===== src/rtl/imem_loader.sv =====
// Boot loader: receives a length-prefixed byte stream and writes it into instruction memory.
// The CPU is held in reset until the image is complete. Define LOADER_CHECKSUM_EN to require a trailing XOR checksum byte.
module imem_loader #(
   parameter logic [15:0] BASE_ADDR = 16'h0000
) (
   input  logic        clk,
   input  logic        rst,
   input  logic        load,
   input  logic [7:0]  rx_data,
   input  logic        rx_valid,
   output logic        rx_ready,
   output logic        mem_wen,
   output logic [15:0] mem_addr,
   output logic [15:0] mem_data,
   output logic        cpu_rst,
   output logic        done,
   output logic        err
);

   typedef enum logic [2:0] {
      CNT_HI, CNT_LO, DAT_HI, DAT_LO, CHK, DONE, ERR
   } state_t;

   state_t      state;
   logic [15:0] count;
   logic [15:0] idx;
   logic [7:0]  hi_byte;
   logic        xfer;

   assign xfer = rx_valid & rx_ready;

`ifdef LOADER_CHECKSUM_EN
   logic [7:0] csum;
   logic       err_q;
   assign err = err_q;
`else
   assign err = 1'b0;
`endif

   always_ff @(posedge clk or posedge rst) begin
      if (rst) begin
         state    <= CNT_HI;
         rx_ready <= 1'b0;
         mem_wen  <= 1'b0;
         mem_addr <= BASE_ADDR;
         mem_data <= 16'h0000;
         cpu_rst  <= 1'b1;
         done     <= 1'b0;
         count    <= 16'h0000;
         idx      <= 16'h0000;
         hi_byte  <= 8'h00;
`ifdef LOADER_CHECKSUM_EN
         csum     <= 8'h00;
         err_q    <= 1'b0;
`endif
      end else begin
         mem_wen <= 1'b0;
`ifdef LOADER_CHECKSUM_EN
         // The checksum byte itself is not folded into the running XOR.
         if (xfer && state != CHK)
            csum <= csum ^ rx_data;
`endif
         case (state)
            CNT_HI: begin
               rx_ready <= 1'b1;
               if (xfer) begin
                  hi_byte <= rx_data;
                  state   <= CNT_LO;
               end
            end
            CNT_LO: begin
               if (xfer) begin
                  count <= {hi_byte, rx_data};
                  if ({hi_byte, rx_data} == 16'h0000) begin
`ifdef LOADER_CHECKSUM_EN
                     state    <= CHK;
`else
                     state    <= DONE;
                     rx_ready <= 1'b0;
                     done     <= 1'b1;
                     cpu_rst  <= 1'b0;
`endif
                  end else begin
                     state <= DAT_HI;
                  end
               end
            end
            DAT_HI: begin
               if (xfer) begin
                  hi_byte <= rx_data;
                  state   <= DAT_LO;
               end
            end
            DAT_LO: begin
               if (xfer) begin
                  mem_wen  <= 1'b1;
                  mem_addr <= BASE_ADDR + idx;
                  mem_data <= {hi_byte, rx_data};
                  idx      <= idx + 16'd1;
                  if (idx == count - 16'd1) begin
`ifdef LOADER_CHECKSUM_EN
                     state    <= CHK;
`else
                     state    <= DONE;
                     rx_ready <= 1'b0;
                     done     <= 1'b1;
                     cpu_rst  <= 1'b0;
`endif
                  end else begin
                     state <= DAT_HI;
                  end
               end
            end
`ifdef LOADER_CHECKSUM_EN
            CHK: begin
               if (xfer) begin
                  rx_ready <= 1'b0;
                  if (rx_data == csum) begin
                     state   <= DONE;
                     done    <= 1'b1;
                     cpu_rst <= 1'b0;
                  end else begin
                     state <= ERR;
                     err_q <= 1'b1;
                  end
               end
            end
`endif
            DONE, ERR: begin
               if (load) begin
                  state    <= CNT_HI;
                  rx_ready <= 1'b1;
                  done     <= 1'b0;
                  cpu_rst  <= 1'b1;
                  idx      <= 16'h0000;
`ifdef LOADER_CHECKSUM_EN
                  csum     <= 8'h00;
                  err_q    <= 1'b0;
`endif
               end
            end
            default: state <= CNT_HI;
         endcase
      end
   end

endmodule


===== config.mk =====
export PLATFORM = sky130hd
export DESIGN_NAME = imem_loader
export DESIGN_NICKNAME = d
export VERILOG_FILES = /design/src/rtl/imem_loader.sv
export SDC_FILE = /design/constraint.sdc
export NUM_CORES = 1
export LEC_CHECK = 0
export ABC_AREA = 1
export BUFFER_PORTS_ARGS = -buffer_cell sky130_fd_sc_hd__buf_2
export CAP_MARGIN = 25
export CORE_MARGIN = 3
export CORE_UTILIZATION = 42
export CTS_CLUSTER_SIZE = 14
export DETAILED_ROUTE_END_ITERATION = 8
export MAX_ROUTING_LAYER = met4
export PLACE_DENSITY = 0.73
export SYNTH_ARGS = -nofsm -noshare
export SYNTH_HDL_FRONTEND = slang
export SYNTH_SLANG_ARGS = --single-unit
export TNS_END_PERCENT = 1

===== constraint.sdc =====
create_clock -name clk -period 4 [get_ports clk]
set_clock_uncertainty 0.2 [all_clocks]
set_input_delay 0.2 -clock clk [delete_from_list [all_inputs] [get_ports clk]]
set_output_delay 0.2 -clock clk [all_outputs]
set_load 0.03 [all_outputs]

# Word level (Yosys, flattened, before mapping)
# Index checks and enable logic that the tools add are counted.
[totals] reg_bits=79
[op_classes] add_sub_neg=2 n_eq_ne=13 mux=26 n_bitwise=1 reduce_logical=14
[op_table] op="16-bit 2-to-1 mux" n=2
[op_table] op="16-bit one-hot mux with 2 select lines" n=1
[op_table] op="3-bit 2-to-1 mux" n=7
[op_table] op="16-bit by 1-bit adder with 16-bit output (second input constant)" n=1
[op_table] op="16-bit equality test" n=1
[op_table] op="16-bit logical NOT" n=1
[op_table] op="16-bit by 1-bit subtractor with 16-bit output (second input constant)" n=1
[op_table] op="3-bit one-hot mux with 5 select lines" n=1
[op_table] op="2-bit != test (second input constant)" n=7
[op_table] op="1-bit 2-to-1 mux" n=12
[op_table] op="6-bit AND reduction" n=2
[op_table] op="3-bit by 2-bit equality test with 1-bit output (second input constant)" n=2
[op_table] op="3-bit equality test (second input constant)" n=2
[op_table] op="1-bit one-hot mux with 3 select lines" n=2
[op_table] op="2-bit AND reduction" n=3
[op_table] op="5-bit AND reduction" n=1
[op_table] op="1-bit one-hot mux with 4 select lines" n=1
[op_table] op="4-bit nonzero test" n=1
[op_table] op="2-bit OR reduction" n=2
[op_table] op="3-bit by 1-bit equality test with 1-bit output (second input constant)" n=1
[op_table] op="3-bit logical NOT" n=1
[op_table] op="3-bit AND reduction" n=1
[op_table] op="3-bit nonzero test" n=1
[op_table] op="2-bit nonzero test" n=1
[op_table] op="1-bit AND" n=1

# Logic depth before layout (Yosys ltp)
[depth] ltp_word=5 mapped_depth=16 mapped_depth_nobuf=16

# Worst setup path before layout
# Ideal clock, no wire load.
[synth_path] path_type="flip-flop to flip-flop" from="reg count[0]" to="reg done" arrival_time_ps=1725 setup_slack_ps=1957 path_stages_with_launch=16 path_buffers=0 cell_sequence="dfrtp_1 -> inv_1 -> ha_1 -> nand2_4 -> nor2_4 -> nand2_1 -> nand2_1 -> nand2_1 -> nor2_1 -> nand2_1 -> nor2_1 -> nand2_1 -> nand2_2 -> nand3_2 -> nand2_1 -> nand2_1"
[synth_via] elab_chain_len=4
[synth_lines] element="from (decl)" line_no="25" text="logic [15:0] count;"
[synth_lines] element="from (signal assigned)" line_no="73" text="count <= {hi_byte, rx_data};"
[synth_lines] element="16-bit by 1-bit subtractor with 16-bit output" line_no="100" text="if (idx == count - 16'd1) begin"
[synth_lines] element="16-bit equality test" line_no="100"
[synth_lines] element="2-bit != test (no line)"
[synth_lines] element="6-bit AND reduction (no line)"
[synth_lines] element="to (signal assigned)" line_no="80" text="done <= 1'b1;"
[synth_lines] element="to (signal assigned)" line_no="106" text="done <= 1'b1;"
[synth_lines] element="to (signal assigned)" line_no="133" text="done <= 1'b0;"
[synth_lines] element="to (decl)" line_no="16" text="output logic done,"
# No other way between the ends.
# A chain may end at the register's enable or synchronous reset.

# Worst setup path in the final report
# Same ends and word-level chain as after synthesis.

==> out/summary.log <==
INFO  status         outcome=finished clean
INFO  route          detail_route.drc_violations=0
INFO  sta            layout_worst_path_cycle_share=59.11%
INFO  synth          synth_top_area_share=47.40%
INFO  pwr            p_sw_share=46.71%
INFO  pwr            net_switching_power=1671uW
INFO  placement      port_buffer_cells=47
INFO  placement      globalplace.congestion=0.9141
INFO  sta            setup_violations=0
INFO  global_route   grt.total_usage=19.13%
INFO  synth          synth_cell_types=38
INFO  clock_tree     tritoncts=yes
INFO  synth          ys.flop_type=sky130_fd_sc_hd__dfrtp_1
INFO  pwr            sequentialPowerShare=37.7%
INFO  floorplanning  die-area=11030um^2
INFO  synth          yosysWarnings=0
INFO  floorplanning  initial_utilization=43.94%
INFO  placement      detailedPlacementHpwl=7.441mm
INFO  finish         layout_overhead_on_the_synthesized_area=15.92%
INFO  min_path       holdCritPathClass=in -> reg
INFO  flow_run       max-cap-violations=0
INFO  global_route   grt_first_pass_wirelength=16.77mm
INFO  pwr            p_per_area=749.4nW/um^2
INFO  synth          syn_inst=526
INFO  pwr            cell_internal_pwr=1906uW
INFO  route          final_routed_wirelength_across_all_metal_layers=9.724mm
INFO  clock_tree     cts_setup_buffers=0
INFO  pwr            power.static_leakage=0.002470uW
INFO  route          vias_per_instance=5.054
INFO  finish         nets=598
INFO  clock_tree     clock_sinks=79
INFO  setup_path     required_time_of_the_critical_path=4040ps
INFO  sta            worst-slew-pin-transition=939.6ps
INFO  synth          synth_enable_flop_cells=0
INFO  route          detail_route.iter0.violations=221
INFO  synth          synth.yosys.seq_area_share=48.04%
INFO  sta            timing.slew.headroom=37.27%
INFO  route          detail_route.first_pass.iterations=5
INFO  synth          asyncSetResetFlopFracSynth=100.0%
INFO  sta            number_of_hold_slack_violations_in_the_final_timing_report=0
INFO  setup_path     setup.worst_path.start_class=flip-flop
INFO  clock_tree     clk_pin_slew_worst_paths=80ps
INFO  pwr            comb_power_share=46.6%
INFO  finish         final_layout_size_suffix_gt1_share=17.32%
INFO  clock_tree     cts_max_level=3
INFO  floorplanning  placeableCoreArea=9371um^2
INFO  floorplanning  floorplan.die.height=105.0um
INFO  synth          synth.most_common_cell=sky130_fd_sc_hd__nand2_1
INFO  global_route   grt_overflow=0
INFO  setup_path     setup_cp_type=reg -> reg
INFO  setup_path     critical_path.max_fanout=5
INFO  synth          post_synth_most_frequent_cells=sky130_fd_sc_hd__nand2_1, sky130_fd_sc_hd__dfrtp_1, sky130_fd_sc_hd__inv_1
INFO  sta            timing.fmax=423.0MHz
INFO  clock_tree     cts_inserted_buffers=9
INFO  sta            tns=0ps
INFO  setup_path     worst_ep_arrival_time=2410ps
INFO  placement      dp_worst_setup_slack=1645ps
INFO  route          via_count=3629
INFO  synth          synth_nets=540
INFO  sta            timing.hold.ws=38.80ps
INFO  synth          synth_area_leaders=sky130_fd_sc_hd__dfrtp_1, sky130_fd_sc_hd__nand2_1, sky130_fd_sc_hd__o21ai_0
INFO  route          route.detailed.wl_per_inst=13.54um
INFO  clock_tree     clock-root-buffer=sky130_fd_sc_hd__clkbuf_8
INFO  synth          postSynthAreaPerCell=7.828um^2
INFO  sta            final_period_demand_of_the_worst_path=2364ps
INFO  global_route   grt_antenna_before_repair=0
INFO  floorplanning  number_of_primary_i_o_pins=49
INFO  synth          post_synth_instance_area=4118um^2
INFO  setup_path     worstSetupEndpointType=flip-flop
INFO  sta            rsz0062_at_grt=false
INFO  pwr            power.share.clock=15.7%
INFO  clock_tree     clk_latency=350ps
INFO  route          drtAntennaViolNets=0
INFO  pwr            irDropWorstVdd=406.0uV
INFO  clock_tree     clock_tree.buffer_depth=2
INFO  global_route   grt_max_degree=63
INFO  floorplanning  fp.dieW=105.0um
INFO  global_route   first_global_vias=3551
INFO  sta            final_critical_path_setup_slack=1636ps
INFO  floorplanning  floorplan.rows=35
INFO  sta            final-max-slew-violation-count=0
INFO  finish         utilization=50.93%
INFO  synth          synth_top_cell_by_area=sky130_fd_sc_hd__dfrtp_1
INFO  synth          ys_seq_elements=79
INFO  finish         insertedDiodeCount=0
[timing repair]
action,CTS,global route
resized for setup,0,0
hold buffers,10,0
setup endpoints to repair,0,0
endpoints found under the hold margin,66,0
[flip-flops by register name, summed over array words and instances (netlist names)]
name      flops
mem_addr     16
hi_byte       8
cpu_rst       1
state         3
mem_data     16
rx_ready      1
done          1
mem_wen       1
count        16
idx          16
[area by class of cell]
class / count / area [um^2]
clock inverter: 4 / 28.78
inverter: 67 / 251.5
timing repair buffer: 59 / 350.3
clock buffer: 12 / 165.2
fill: 941 / 4598
sequential: 79 / 1978
multi-input combinational: 368 / 1838
tap: 129 / 161.4
[layer usage]
| metal | share of wire, % | GRT usage [%] | vias up |
|---|---|---|---|
| met1 | 47 | 24.62 | 1712 |
| met4 | 2.2 | 7.966 | 0 |
| li1 | - | - | 1792 |
| met5 | 0 | - | - |
| met3 | 4.5 | 3.397 | 20 |
| met2 | 47 | 29.88 | 105 |
[logic make-up after synthesis]
group | synth area share, %
AOI/OAI and AO/OA | 11.18
DFF | 48.04
xor gates and xnor gates | 3.403
adders and majority gates | 0.6076
buffers and inverters | 7.323
other | 0.09107
and+or+nand+nor | 29.35
[through the flow]
stage / total power [uW] / instances / cell area, um^2
after detailed placement: 3019 / 692 / 4479
after floorplan: 2586 / 526 / 4118
final: 3577 / 718 / 4773
after CTS: 3597 / 718 / 4773
after global routing: 3891 / 718 / 4773
after global placement: 2975 / 692 / 4479
[power groups by stage]
stage	sequential (uW)	combinational, uW	clock (uW)
2_1_floorplan	1580	1010	0
3_3_place_gp	1350	1630	0
3_5_place_dp	1360	1660	0
4_1_cts	1350	1670	577
5_1_grt	1390	1890	609
6_report	1350	1670	563
[cells in the final DEF, fill, tap and decap left out, drive strengths merged, types with 4 or more instances in the layout]
master | synthesis | layout
nand4 | 9 | 9
nor4 | 7 | 7
buf | 2 | 49
nor2 | 48 | 48
xnor2 | 4 | 4
nand2 | 157 | 157
xor2 | 12 | 12
dlygate4sd3 | 0 | 10
clkbuf | 10 | 12
nand3 | 24 | 24
nand3b | 5 | 5
dfrtp | 78 | 78
a21oi | 12 | 12
inv | 67 | 67
nor3 | 9 | 9
o21ai | 68 | 68
[critical path, stage by stage (launching register included)]
cell,delay (ps)
sky130_fd_sc_hd__dfrtp_1,420
sky130_fd_sc_hd__inv_1,140
sky130_fd_sc_hd__ha_1,280
sky130_fd_sc_hd__nand2_4,100
sky130_fd_sc_hd__nor2_4,170
sky130_fd_sc_hd__xor2_1,210
sky130_fd_sc_hd__nand2_1,80
sky130_fd_sc_hd__inv_1,60
sky130_fd_sc_hd__nand2_1,50
sky130_fd_sc_hd__nor2_1,130
sky130_fd_sc_hd__nand2_1,100
sky130_fd_sc_hd__nand2_2,120
sky130_fd_sc_hd__nand3_2,80
sky130_fd_sc_hd__nand2_1,80
sky130_fd_sc_hd__nand2_1,40
[path summary, 6_finish.rpt]
kind | start | to | slack, ps | cells past startpoint
worst max-delay path | count[0] | done | 1640 | 14
worst min-delay path | rx_valid | mem_wen | 40 | 3
worst max register to register | count[0] | done | 1640 | 14
worst min register to register | cpu_rst | cpu_rst | 270 | 2
max in group asynchronous | rst | idx[3] | 2360 | 4
min in group asynchronous | rst | mem_data[7] | 410 | 3
Note: power is estimated with default switching activity, not from simulation.
